<file path="src/rtl/pulse_to_level.sv">
// pulse_to_level: queues single-cycle events and emits one held high level per event; define PULSE_TO_LEVEL_ACK_EN to gate level exit on level_ack.
module pulse_to_level #(
    parameter int MIN_HIGH_CYCLES = 4,
    parameter int PENDING_WIDTH   = 2
) (
    input  logic                     clk,
    input  logic                     reset_n,
    input  logic                     input_pulse,
    input  logic                     level_ack,
    output logic                     output_level,
    output logic [PENDING_WIDTH-1:0] pending_count,
    output logic                     overflow
);
    typedef enum logic [1:0] {IDLE, HIGH, GAP} state_t;
    localparam logic [7:0] HOLD_INIT = 8'(MIN_HIGH_CYCLES - 1);
    localparam logic [PENDING_WIDTH-1:0] PEND_MAX = '1;
    localparam logic [PENDING_WIDTH-1:0] PEND_ONE = PENDING_WIDTH'(1);
    state_t     state;
    logic [7:0] hold;
    logic       start, dec, inc, hold_exit;
    assign start = state == IDLE && (pending_count != '0 || input_pulse);
    assign dec   = state == IDLE && pending_count != '0;
    assign inc   = input_pulse && !(state == IDLE && pending_count == '0);
`ifdef PULSE_TO_LEVEL_ACK_EN
    logic ack_seen;
    assign hold_exit = hold == 8'd0 && (ack_seen || level_ack);
`else
    logic unused_ack;
    assign unused_ack = level_ack;
    assign hold_exit  = hold == 8'd0;
`endif
    always_ff @(posedge clk or negedge reset_n) begin
        if (!reset_n) begin
            state         <= IDLE;
            hold          <= 8'd0;
            output_level  <= 1'b0;
            pending_count <= '0;
            overflow      <= 1'b0;
`ifdef PULSE_TO_LEVEL_ACK_EN
            ack_seen      <= 1'b0;
`endif
        end else begin
            case (state)
                IDLE: if (start) begin
                    state        <= HIGH;
                    hold         <= HOLD_INIT;
                    output_level <= 1'b1;
`ifdef PULSE_TO_LEVEL_ACK_EN
                    ack_seen     <= 1'b0;
`endif
                end
                HIGH: begin
                    if (hold != 8'd0) hold <= hold - 8'd1;
`ifdef PULSE_TO_LEVEL_ACK_EN
                    ack_seen <= ack_seen | level_ack;
`endif
                    if (hold_exit) begin
                        state        <= GAP;
                        output_level <= 1'b0;
                    end
                end
                default: state <= IDLE;
            endcase
            // a pulse arriving while the queue is full and not draining is dropped
            if (inc && !dec) begin
                if (pending_count == PEND_MAX) overflow <= 1'b1;
                else pending_count <= pending_count + PEND_ONE;
            end else if (dec && !inc) begin
                pending_count <= pending_count - PEND_ONE;
            end
        end
    end
endmodule

</file>
<file path="config.mk">
export PLATFORM = sky130hd
export DESIGN_NAME = pulse_to_level
export DESIGN_NICKNAME = d
export VERILOG_FILES = /design/src/rtl/pulse_to_level.sv
export SDC_FILE = /design/constraint.sdc
export NUM_CORES = 1
export LEC_CHECK = 0
export BUFFER_PORTS_ARGS = -buffer_cell sky130_fd_sc_hd__buf_2
export CAP_MARGIN = 20
export CORE_MARGIN = 3
export CORE_UTILIZATION = 37
export DETAILED_ROUTE_END_ITERATION = 12
export GPL_TIMING_DRIVEN = 0
export PLACE_DENSITY_LB_ADDON = 0.25
export SYNTH_ARGS = -nofsm -noshare
export SYNTH_HDL_FRONTEND = slang
export SYNTH_SLANG_ARGS = --single-unit
export TNS_END_PERCENT = 100
</file>
<file path="constraint.sdc">
create_clock -name clk -period 2.07 [get_ports clk]
set_input_delay 0.207 -clock clk [delete_from_list [all_inputs] [get_ports clk]]
set_output_delay 0.207 -clock clk [all_outputs]
set_load 0.01 [all_outputs]
</file>
Word level (Yosys, flattened, before mapping). Index checks and enable logic that the tools add are counted.

Bits in registers: 14. Output and inout port bits: 4. Input bits: 4. Word-level logic and storage cells: 48.

Muxes and demuxes: 12. Reduce and logical (&&, ||, !) cells: 22. Add/sub/neg operators: 3. Eq/ne operators: 6.

Operators with widths (count): 8-bit two-way mux (2); 8-bit case mux with 2 select lines (1); 2-bit two-way mux (5); 8-bit zero test (1); 2-bit inequality test (second input constant) (4); 8-bit nonzero test (1); 8-bit by 1-bit subtractor with 8-bit output (second input constant) (1); 1-bit logical AND (6); 2-bit AND reduction (3); 3-bit AND reduction (2); 2-bit nonzero test (3); 2-bit zero test (2); 2-bit case mux with 2 select lines (1); 1-bit zero test (3); 2-bit by 1-bit adder with 2-bit output (second input constant) (1); 2-bit by 1-bit equality test with 1-bit output (second input constant) (1); 2-bit equality test (second input constant) (1); 1-bit two-way mux (2); 1-bit case mux with 2 select lines (1); 2-bit by 1-bit subtractor with 2-bit output (second input constant) (1); 1-bit logical OR (1).

Depth between registers and ports, before layout. Gate-level depths: netlist of the first run.

Depth after elaboration: 8. Mapped depth: 6. Depth with buffers taken out: 6.

Worst setup path after synthesis of the first run. No wires, ideal clock.

Path kind: register to register. Start point: register hold[0]. End point: register hold[4]. Cell stages (with the launch flop): 7. Arrival: 1.352 ns. Period minus slack after synthesis: 1.431 ns. Path slack: 0.639 ns. Buffers on the path: 0. Cell sequence: dfrtp_1 > inv_1 > ha_1 > nand4bb_4 > nand3b_2 > nand3_1 > mux2i_1.

Longest elaborated chain between the ends: 3. Elaborated cells on any way between the ends: 6. Classes of those cells: 1 x add/sub; 1 x eq/ne; 2 x mux; 2 x reduce/logical.

RTL lines: start: declaration (line 19) `logic [7:0] hold;`; start signal: assignment (line 53) `if (hold != 8'd0) hold <= hold - 8'd1;`; 8-bit by 1-bit subtractor with 8-bit output or 8-bit nonzero test (tied branches) (line 53); 8-bit two-way mux or 2-bit inequality test (tied branches); 8-bit case mux with 2 select lines or 3-bit AND reduction (tied branches).

Parallel ways exist; a longest one is shown, timed or not. The select of a mux whose other input is x is not followed. A chain may end at the register's enable or synchronous reset.

Worst setup path after layout of the first run. Same ends and word-level chain as after synthesis.

==> results.toml, run 1 <==
[outcome]
outcome = "finished clean"

[synthesis]
ys_warn_count = 0
yosysMostFrequentCell = "dfrtp_1"
syn_inst = 80
synth_edf_count = 0
synth_commonest_cells = "dfrtp_1, inv_1, nor2_1, a21oi_1"
ys_async_sr_fraction = 1.00
ys_ff_latch = 14
yosysTopAreaCellShare = 0.442
synth.yosys.seq_area_share = 0.442
yosysUniqueCellTypes = 37
syn-num-nets = 86
synth_area_per_cell_um2 = 9.90
synth_area_um2 = 792
synth_ff_type = "dfrtp_1"
yosysTopAreaCell = "dfrtp_1"
synth_area_leaders = "dfrtp_1, a21oi_1, nand4bb_4"

[run]
max_cap_viol_count = 0

[global_routing]
grt_start_max_net_pins = 15
grt_use_total = 0.122
antenna_found_initial = 0
grt_pass1_vias = 594
gr-total-overflow = 0
grt_pass1_wl_um = 2500

[drt]
drt-pass1-iter-count = 4
via_count = 591
drt-wirelength-per-cell_um = 12.1
drcViolationCount = 0
drt_iter0_drc = 6
wl_um = 1420
ant_nets = 0
viasPerCell = 5.01

[final_layout]
seqCellArea_um2 = 350
final_layout_size_suffix_gt1_frac = 0.220
fill_cells = 207
final_nets = 98
utilization = 0.451
area_growth_pct = 13.9
antenna-diode-count = 0
multiInputGateArea_um2 = 395

[worst_setup_path]
cp_data_arrival_time_ns = 1.83
start_kind = "register"
critPathCaptureType = "register"
reg2reg_slack_ns = 0.45
crit_path_max_fanout = 8
r2r-start = "hold[0]"
timing.rr.end = "hold[4]"
critical_path_class = "register to register"
reg2reg_depth = 6
critPathRequiredTime_ns = 2.28

[sta]
setup_viol = 0
hold_ws_ns = 0.336
max_freq_ghz = 0.618
setup_ws_ns = 0.453
hold_viol_final = 0
tightestPinTransition_ns = 0.506
min_period_ns = 1.62
slew_headroom = 0.660
finalSetupTns_ns = 0
finalClockSkew_ns = 0.00348
finalMaxSlewViolations = 0
rsz0062_at_grt = "no"
post-route-period-util = 0.781

[clocking]
cts_buffers = 3
h-tree-depth = 1
clk-insertion-delay-late_ns = 0.28
clkSinkCount = 14
cts_tree = "yes"
clk_pin_slew_ns = 0.09
cts_buffer_depth = 2
root_buffer = "clkbuf_4"
cts_resized = 0

[place]
pre_cts_ws_ns = 0.460
hpwl_um = 1040
port_buffers = 6
place.gp.congestion = 0.760

[die]
core-area_mm2 = 0.00200
die_area_mm2 = 0.00273
io_pins = 8
die_w_um = 52.3
row_count = 16
die_y_um = 52.3
initial_utilization = 0.396

[power]
power_density_mw_per_mm2 = 1400
power_frac_comb = 0.458
peakVddDrop_uv = 701
cellLeakagePower_nw = 0.397
intPower_w = 0.000765
pwr-share-clk = 0.157
switching_share = 0.395
seqPwrFrac = 0.385
switching_power_w = 0.000500

[hold_path]
hold_path.class = "input pin to asynchronous set/reset pin"
## cell families (layout without fill, tap and decap cells)
group | after synthesis | in the layout | synth area share
buf+inv | 10 | 21 | 0.0584
compound gates | 18 | 18 | 0.161
flops | 14 | 14 | 0.442
mux | 1 | 1 | 0.0126
fa+ha+maj | 2 | 2 | 0.0316
simple gates | 35 | 35 | 0.294
## power by group through the flow
stage / clock (W) / combinational, W / sequential (W)
4_1_cts: 0.000202 / 0.000584 / 0.000489
3_5_place_dp: 0 / 0.000579 / 0.000494
3_3_place_gp: 0 / 0.000572 / 0.000489
5_1_grt: 0.000211 / 0.000665 / 0.000508
2_1_floorplan: 0 / 0.000458 / 0.000485
6_report: 0.000198 / 0.000580 / 0.000487
## state kept, by name, summed over array words and instances, names as in the netlist
name	count
pending_count	2
state	2
hold	8
overflow	1
output_level	1
## what timing repair did
item | in CTS | in global routing
hold buffers | 1 | 0
buffers inserted | 0 | 0
hold endpoints to repair | 14 | 0
## critical path, cell delays in order (launching register included)
cell	delay, ns
dfrtp_1	0.40
inv_1	0.11
ha_1	0.21
nand4bb_4	0.13
nand3b_2	0.32
nand3_1	0.19
mux2i_1	0.19
## layer usage
metal,routed length [um],up-vias,part of all wire,track usage
li1,-,307,-,-
met1,736,273,0.52,0.162
met2,619,6,0.43,0.192
met3,33,5,0.023,0.0171
met4,34,0,0.024,0.0638
met5,0,-,0,0
## through the flow
step / std cells / power [W] / cell area, um^2
2_1_floorplan: 80 / 0.000943 / 792
4_1_cts: 118 / 0.00127 / 902
3_3_place_gp: 113 / 0.00106 / 856
3_5_place_dp: 113 / 0.00107 / 856
6_report: 118 / 0.00127 / 902
5_1_grt: 118 / 0.00138 / 902
## worst max-delay path by stage
stage,from,to,slack (ns),cells after the start
floorplan,hold[0],hold[4],0.64,6
global placement,hold[0],hold[4],0.48,6
detailed placement,hold[0],hold[4],0.46,6
CTS,hold[0],hold[4],0.45,6
global route,hold[0],hold[4],0.34,6
finish,hold[0],hold[4],0.45,6
## cells in the final DEF (no fill, tap or decap), types with 2 or more instances in the layout
cell      count
dfrtp_1      14
inv_1         7
nor2_1        7
buf_2         7
a21oi_1       6
nor3_1        3
nand4_1       3
nand2_1       3
nand2b_1      3
nand3_1       3
clkbuf_4      3
o21a_1        2
or3_1         2
ha_1          2
## final cells by class
type                    instances  share of cell area
multi-input cells              56               0.438
plain buffers                   3              0.0222
inverters                       7              0.0291
well taps                      27              0.0374
clock buffers                   4              0.0402
flip-flops and latches         14               0.388
repair buffers                  7              0.0444
Power figures use the tool's default switching activity.
==> run 2: changes to the inputs <==
- clock period: 2.07 -> 1.35 ns (I/O delays scaled with it)
==> results.toml, run 2 (same netlist as run 1, synthesis figures left out) <==
[global_routing]
grt_use_met1 = 0.184
gr-total-overflow = 0
grt_start_max_net_pins = 15
grt_pass1_vias = 612
groute.layer.met2.usage = 0.215
grt_pass1_wl_um = 2750
use_met3 = 0.0256
grt_use_total = 0.140
antenna_found_initial = 0
busiest_layer = "met2"

[clocking]
root_buffer = "clkbuf_4"
cts_buffers = 3
cts_buffer_depth = 2
clkSinkCount = 14
clk_pin_slew_ns = 0.10
clk-insertion-delay-late_ns = 0.29
cts_tree = "yes"
h-tree-depth = 1

[sta]
setup_ws_ns = -0.0931
hold_ws_ns = 0.257
slew_headroom = 0.692
min_period_ns = 1.44
rsz0062_at_grt = "yes"
setup_viol = 5
finalMaxSlewViolations = 0
tightestPinTransition_ns = 0.458
hold_viol_final = 0
finalClockSkew_ns = 0.00804
max_freq_ghz = 0.693
post-route-period-util = 1.07
finalSetupTns_ns = -0.124

[drt]
via_count = 661
wl_um = 1630
drcViolationCount = 0
drt-pass1-iter-count = 6
ant_nets = 0
drt-wirelength-per-cell_um = 13.6
drt_iter0_drc = 6
viasPerCell = 5.51

[worst_setup_path]
crit_path_max_fanout = 3
start_kind = "register"
crit_family = "simple AND/OR/NAND/NOR gates"
critical_path_depth = 4
crit_slowest_cell = "dfrtp_1"
reg2reg_depth = 4
max_stage_delay_ns = 0.41
path_buf_inv = 0
critPathRequiredTime_ns = 1.57
crit_chain = "or2_2, nor4_1, nand3b_1, a21oi_1"
cp_data_arrival_time_ns = 1.67
critical_path_class = "register to register"
critPathCaptureType = "register"

[die]
die_y_um = 52.3
die_area_mm2 = 0.00273
die_w_um = 52.3
io_pins = 8
initial_utilization = 0.396
row_count = 16
core-area_mm2 = 0.00200

[final_layout]
area_growth_pct = 27.3
layout_commonest_cell = "dfrtp_1"
fill_cells = 198
top_register = "hold"
final_nets = 100
antenna-diode-count = 0
largest_reg_flops = 8
top_regs = "hold: 8 flops, pending_count: 2 flops, state: 2 flops"
final_cells = 120
seqCellArea_um2 = 354
final_layout_size_suffix_gt1_frac = 0.398
utilization = 0.504
final_cell_mix = "dfrtp_1, a21oi_1, buf_2, inv_1, nor2_1"
multiInputGateArea_um2 = 469

[place]
dp_cells = 113
port_buffers = 6
place.gp.congestion = 0.700
hpwl_um = 1090

[power]
cellLeakagePower_nw = 0.421
power_density_mw_per_mm2 = 2180
peakVddDrop_uv = 906

[outcome]
outcome = "finished with violations"
violations = "setup timing"

[run]
max_cap_viol_count = 0

[hold_path]
hold_path.class = "input pin to asynchronous set/reset pin"
-- run 2: cell types whose count changed in the layout (fill, tap and decap cells not counted), sizes merged --
| cell | previous run | this run |
|---|---|---|
| buf | 8 | 11 |
| clkbuf | 5 | 4 |
-- run 2: where the power goes --
group	switching (W)	internal, W	total (W)	leakage, nW
clock	0.000150	0.000164	0.000314	0.0210
sequential	0.000197	0.000593	0.000791	0.158
combinational	0.000554	0.000542	0.00110	0.241
-- run 2: repair_timing --
| action | 4_1_cts | 5_1_grt |
|---|---|---|
| hold endpoints to repair | 14 | 0 |
| resized for setup | 15 | 7 |
| setup buffers | 3 | 0 |
| hold buffers | 1 | 0 |
| setup endpoints to repair | 11 | 9 |
| pin swaps | 5 | 3 |
-- run 2: per-layer routing --
metal | wire length (um) | up-vias
met5 | 0 | -
met4 | 30 | 0
met3 | 60 | 7
met2 | 746 | 18
met1 | 793 | 320
li1 | - | 316
-- run 2: path summary, 6_finish.rpt --
check	from	end	slack (ns)
max in group asynchronous	reset_n	pending_count[0]	0.83
min in group clk	input_pulse	pending_count[0]	0.28
worst min register to register	overflow	overflow	0.48
worst max-delay path	hold[0]	hold[3]	-0.09
worst max register to register	hold[0]	hold[3]	-0.09
worst min-delay path	reset_n	hold[2]	0.26
-- run 2: metrics by stage --
step / power, W / area (um^2) / worst slack, ns
2_1_floorplan: 0.00146 / 801 / -0.0108
3_3_place_gp: 0.00164 / 865 / -0.200
3_5_place_dp: 0.00167 / 865 / -0.244
4_1_cts: 0.00215 / 981 / -0.0169
5_1_grt: 0.00237 / 1010 / -0.101
6_report: 0.00220 / 1010 / -0.0931
-- run 2: layout make-up --
cell class / instances / area share
sequential: 14 / 0.351
clock buffer: 4 / 0.0360
timing repair buffer: 10 / 0.0658
inverter: 7 / 0.0261
tap: 27 / 0.0335
buffer: 2 / 0.0223
multi-input combinational: 56 / 0.465
==> run 3: changes to the inputs <==
- ABC_AREA: not set -> 1
==> results.toml, run 3 <==
[final_layout]
final_cell_mix = "nand2_1, dfrtp_1, inv_1, nand3_1"
fill_cells = 193
utilization = 0.481
top_register = "hold"
layout_commonest_cell = "nand2_1"
final_area_um2 = 953
antenna-diode-count = 0
final_nets = 123
final_layout_size_suffix_gt1_frac = 0.296
final_cells = 142
area_growth_pct = 21.7
top_regs = "hold: 8 flops, pending_count: 2 flops, state: 2 flops"
largest_reg_flops = 8

[global_routing]
grt_use_total = 0.135
grt_pass1_vias = 613
antenna_found_initial = 0
grt_pass1_wl_um = 2680
gr-total-overflow = 0
grt_start_max_net_pins = 15

[drt]
dr_wl_met2_um = 705
viasPerCell = 4.68
top_layer = "met3"
drt-pass1-iter-count = 4
drt_iter0_drc = 4
ant_nets = 0
wl_um = 1540
wl_met1_um = 772
drt-wirelength-per-cell_um = 10.8
wl_met3_um = 60
via_count = 665
drcViolationCount = 0

[synthesis]
synth_ff_type = "dfrtp_1"
synth.yosys.seq_area_share = 0.447
yosysMostFrequentCell = "nand2_1"
yosysTopAreaCellShare = 0.447
syn_inst = 100
ys_warn_count = 0
synth_area_per_cell_um2 = 7.83
synth_commonest_cells = "nand2_1, dfrtp_1, inv_1, nand3_1, nor2_1"
synthAdderAreaFrac = 0.0319
synth-simple-area-share = 0.329
yosysUniqueCellTypes = 20
ys_ff_latch = 14
yosysTopAreaCell = "dfrtp_1"
synth_edf_count = 0
synth_area_leaders = "dfrtp_1, nand2_1, inv_1"
synth_area_um2 = 783
ys_async_sr_fraction = 1.00
synth-compound-area-share = 0.0911
synth_top_family_by_area = "simple AND/OR/NAND/NOR gates"
synth.area.mux_share = 0
syn-num-nets = 106
synth-xor-area-share = 0.0224

[place]
hpwl_um = 1060
dp_cells = 133
dpl_cell_area_um2 = 847
place.gp.congestion = 0.813
port_buffers = 6

[die]
core-area_mm2 = 0.00198
row_count = 16
io_pins = 8
die_area_mm2 = 0.00271
die_w_um = 52.0
initial_utilization = 0.395
die_y_um = 52.0

[hold_path]
hold_path.class = "input pin to asynchronous set/reset pin"

[power]
cellLeakagePower_nw = 0.453
power_density_mw_per_mm2 = 2170
peakVddDrop_uv = 981

[sta]
finalMaxSlewViolations = 0
slew_headroom = 0.644
tightestPinTransition_ns = 0.533
rsz0062_at_grt = "yes"
finalClockSkew_ns = 0.00901
setup_viol = 0
finalSetupTns_ns = 0
min_period_ns = 1.33
max_freq_ghz = 0.749
hold_viol_final = 0
post-route-period-util = 0.988

[worst_setup_path]
critical_path_class = "register to register"
cp_data_arrival_time_ns = 1.54
critPathCaptureType = "register"
crit_path_max_fanout = 6
critPathRequiredTime_ns = 1.56
start_kind = "register"

[clocking]
clkSinkCount = 14
cts_tree = "yes"
h-tree-depth = 1
clk_pin_slew_ns = 0.09
cts_buffers = 3
clk-insertion-delay-late_ns = 0.27
cts_buffer_depth = 2
root_buffer = "clkbuf_4"

[run]
max_cap_viol_count = 0

[outcome]
outcome = "finished clean"
run 3: cell count changes in the layout (fill, tap and decap cells not counted), moves of 5 or more:
cell and delta:
nand2_1 +19, nand3_1 +8, inv_1 +6, o21ai_1 +6, a21oi_1 -5
run 3: stage by stage:
stage          setup slack (ns)  total power, W  hold WS (ns)
6_report                 0.0157         0.00207         0.281
5_1_grt                 -0.0615         0.00229         0.302
4_1_cts                 0.00705         0.00199         0.293
3_5_place_dp            -0.0824         0.00161        0.0543
3_3_place_gp            -0.0567         0.00159        0.0506
2_1_floorplan            0.0655         0.00141        -0.161
run 3: layout make-up:
class	instances	area (um^2)	area share
Timing Repair Buffer	10	62.6	0.0656
Sequential cell	14	350	0.367
Multi-Input combinational cell	72	417	0.437
Timing Repair inverter	1	3.75	0.00394
Tap cell	27	33.8	0.0354
Inverter	15	63.8	0.0669
Clock buffer	3	22.5	0.0236
run 3: critical path, stage by stage, from the launching register on:
cell and delay [ns]:
dfrtp_1 0.38, inv_2 0.06, ha_4 0.16, inv_4 0.05
nor2_4 0.04, nand2_2 0.08, nor2_4 0.05, nor2_4 0.23
inv_2 0.10, o21ai_2 0.14
run 3: power breakdown:
part	switching, W	internal (W)
registers	0.000173	0.000586
clock network	0.000127	0.000103
logic	0.000627	0.000457
total	0.000927	0.00115
run 3: path summary, 6_finish.rpt:
| path | end | cells past startpoint | slack [ns] | start |
|---|---|---|---|---|
| setup reg to reg | hold[6] | 9 | 0.02 | hold[0] |
| max in group asynchronous | hold[7] | 2 | 0.82 | reset_n |
| hold / removal | state[0] | 2 | 0.28 | reset_n |
| min in group clk | pending_count[0] | 5 | 0.31 | input_pulse |
| hold reg to reg | overflow | 1 | 0.48 | overflow |
| setup / recovery | hold[6] | 9 | 0.02 | hold[0] |
run 3: routing by layer:
metal	global-route usage	up-vias
met5	0	-
li1	-	352
met4	0.0655	0
met3	0.0258	0
met2	0.203	13
met1	0.184	300
run 3: repair_timing:
action / in CTS / in global routing
setup buffers: 2 / 1
resized for setup: 9 / 8
hold buffers: 1 / 0
cloned: 2 / 0
endpoints found under the setup margin: 8 / 9
pin swaps: 7 / 5
hold endpoints to repair: 14 / 0
run 3: kinds of logic after synthesis:
group                      after synthesis
and+or+nand+nor                         54
buffers and inverters                   15
DFF                                     14
AOI/OAI and AO/OA                       13
xor gates and xnor gates                 2
adders and majority gates                2
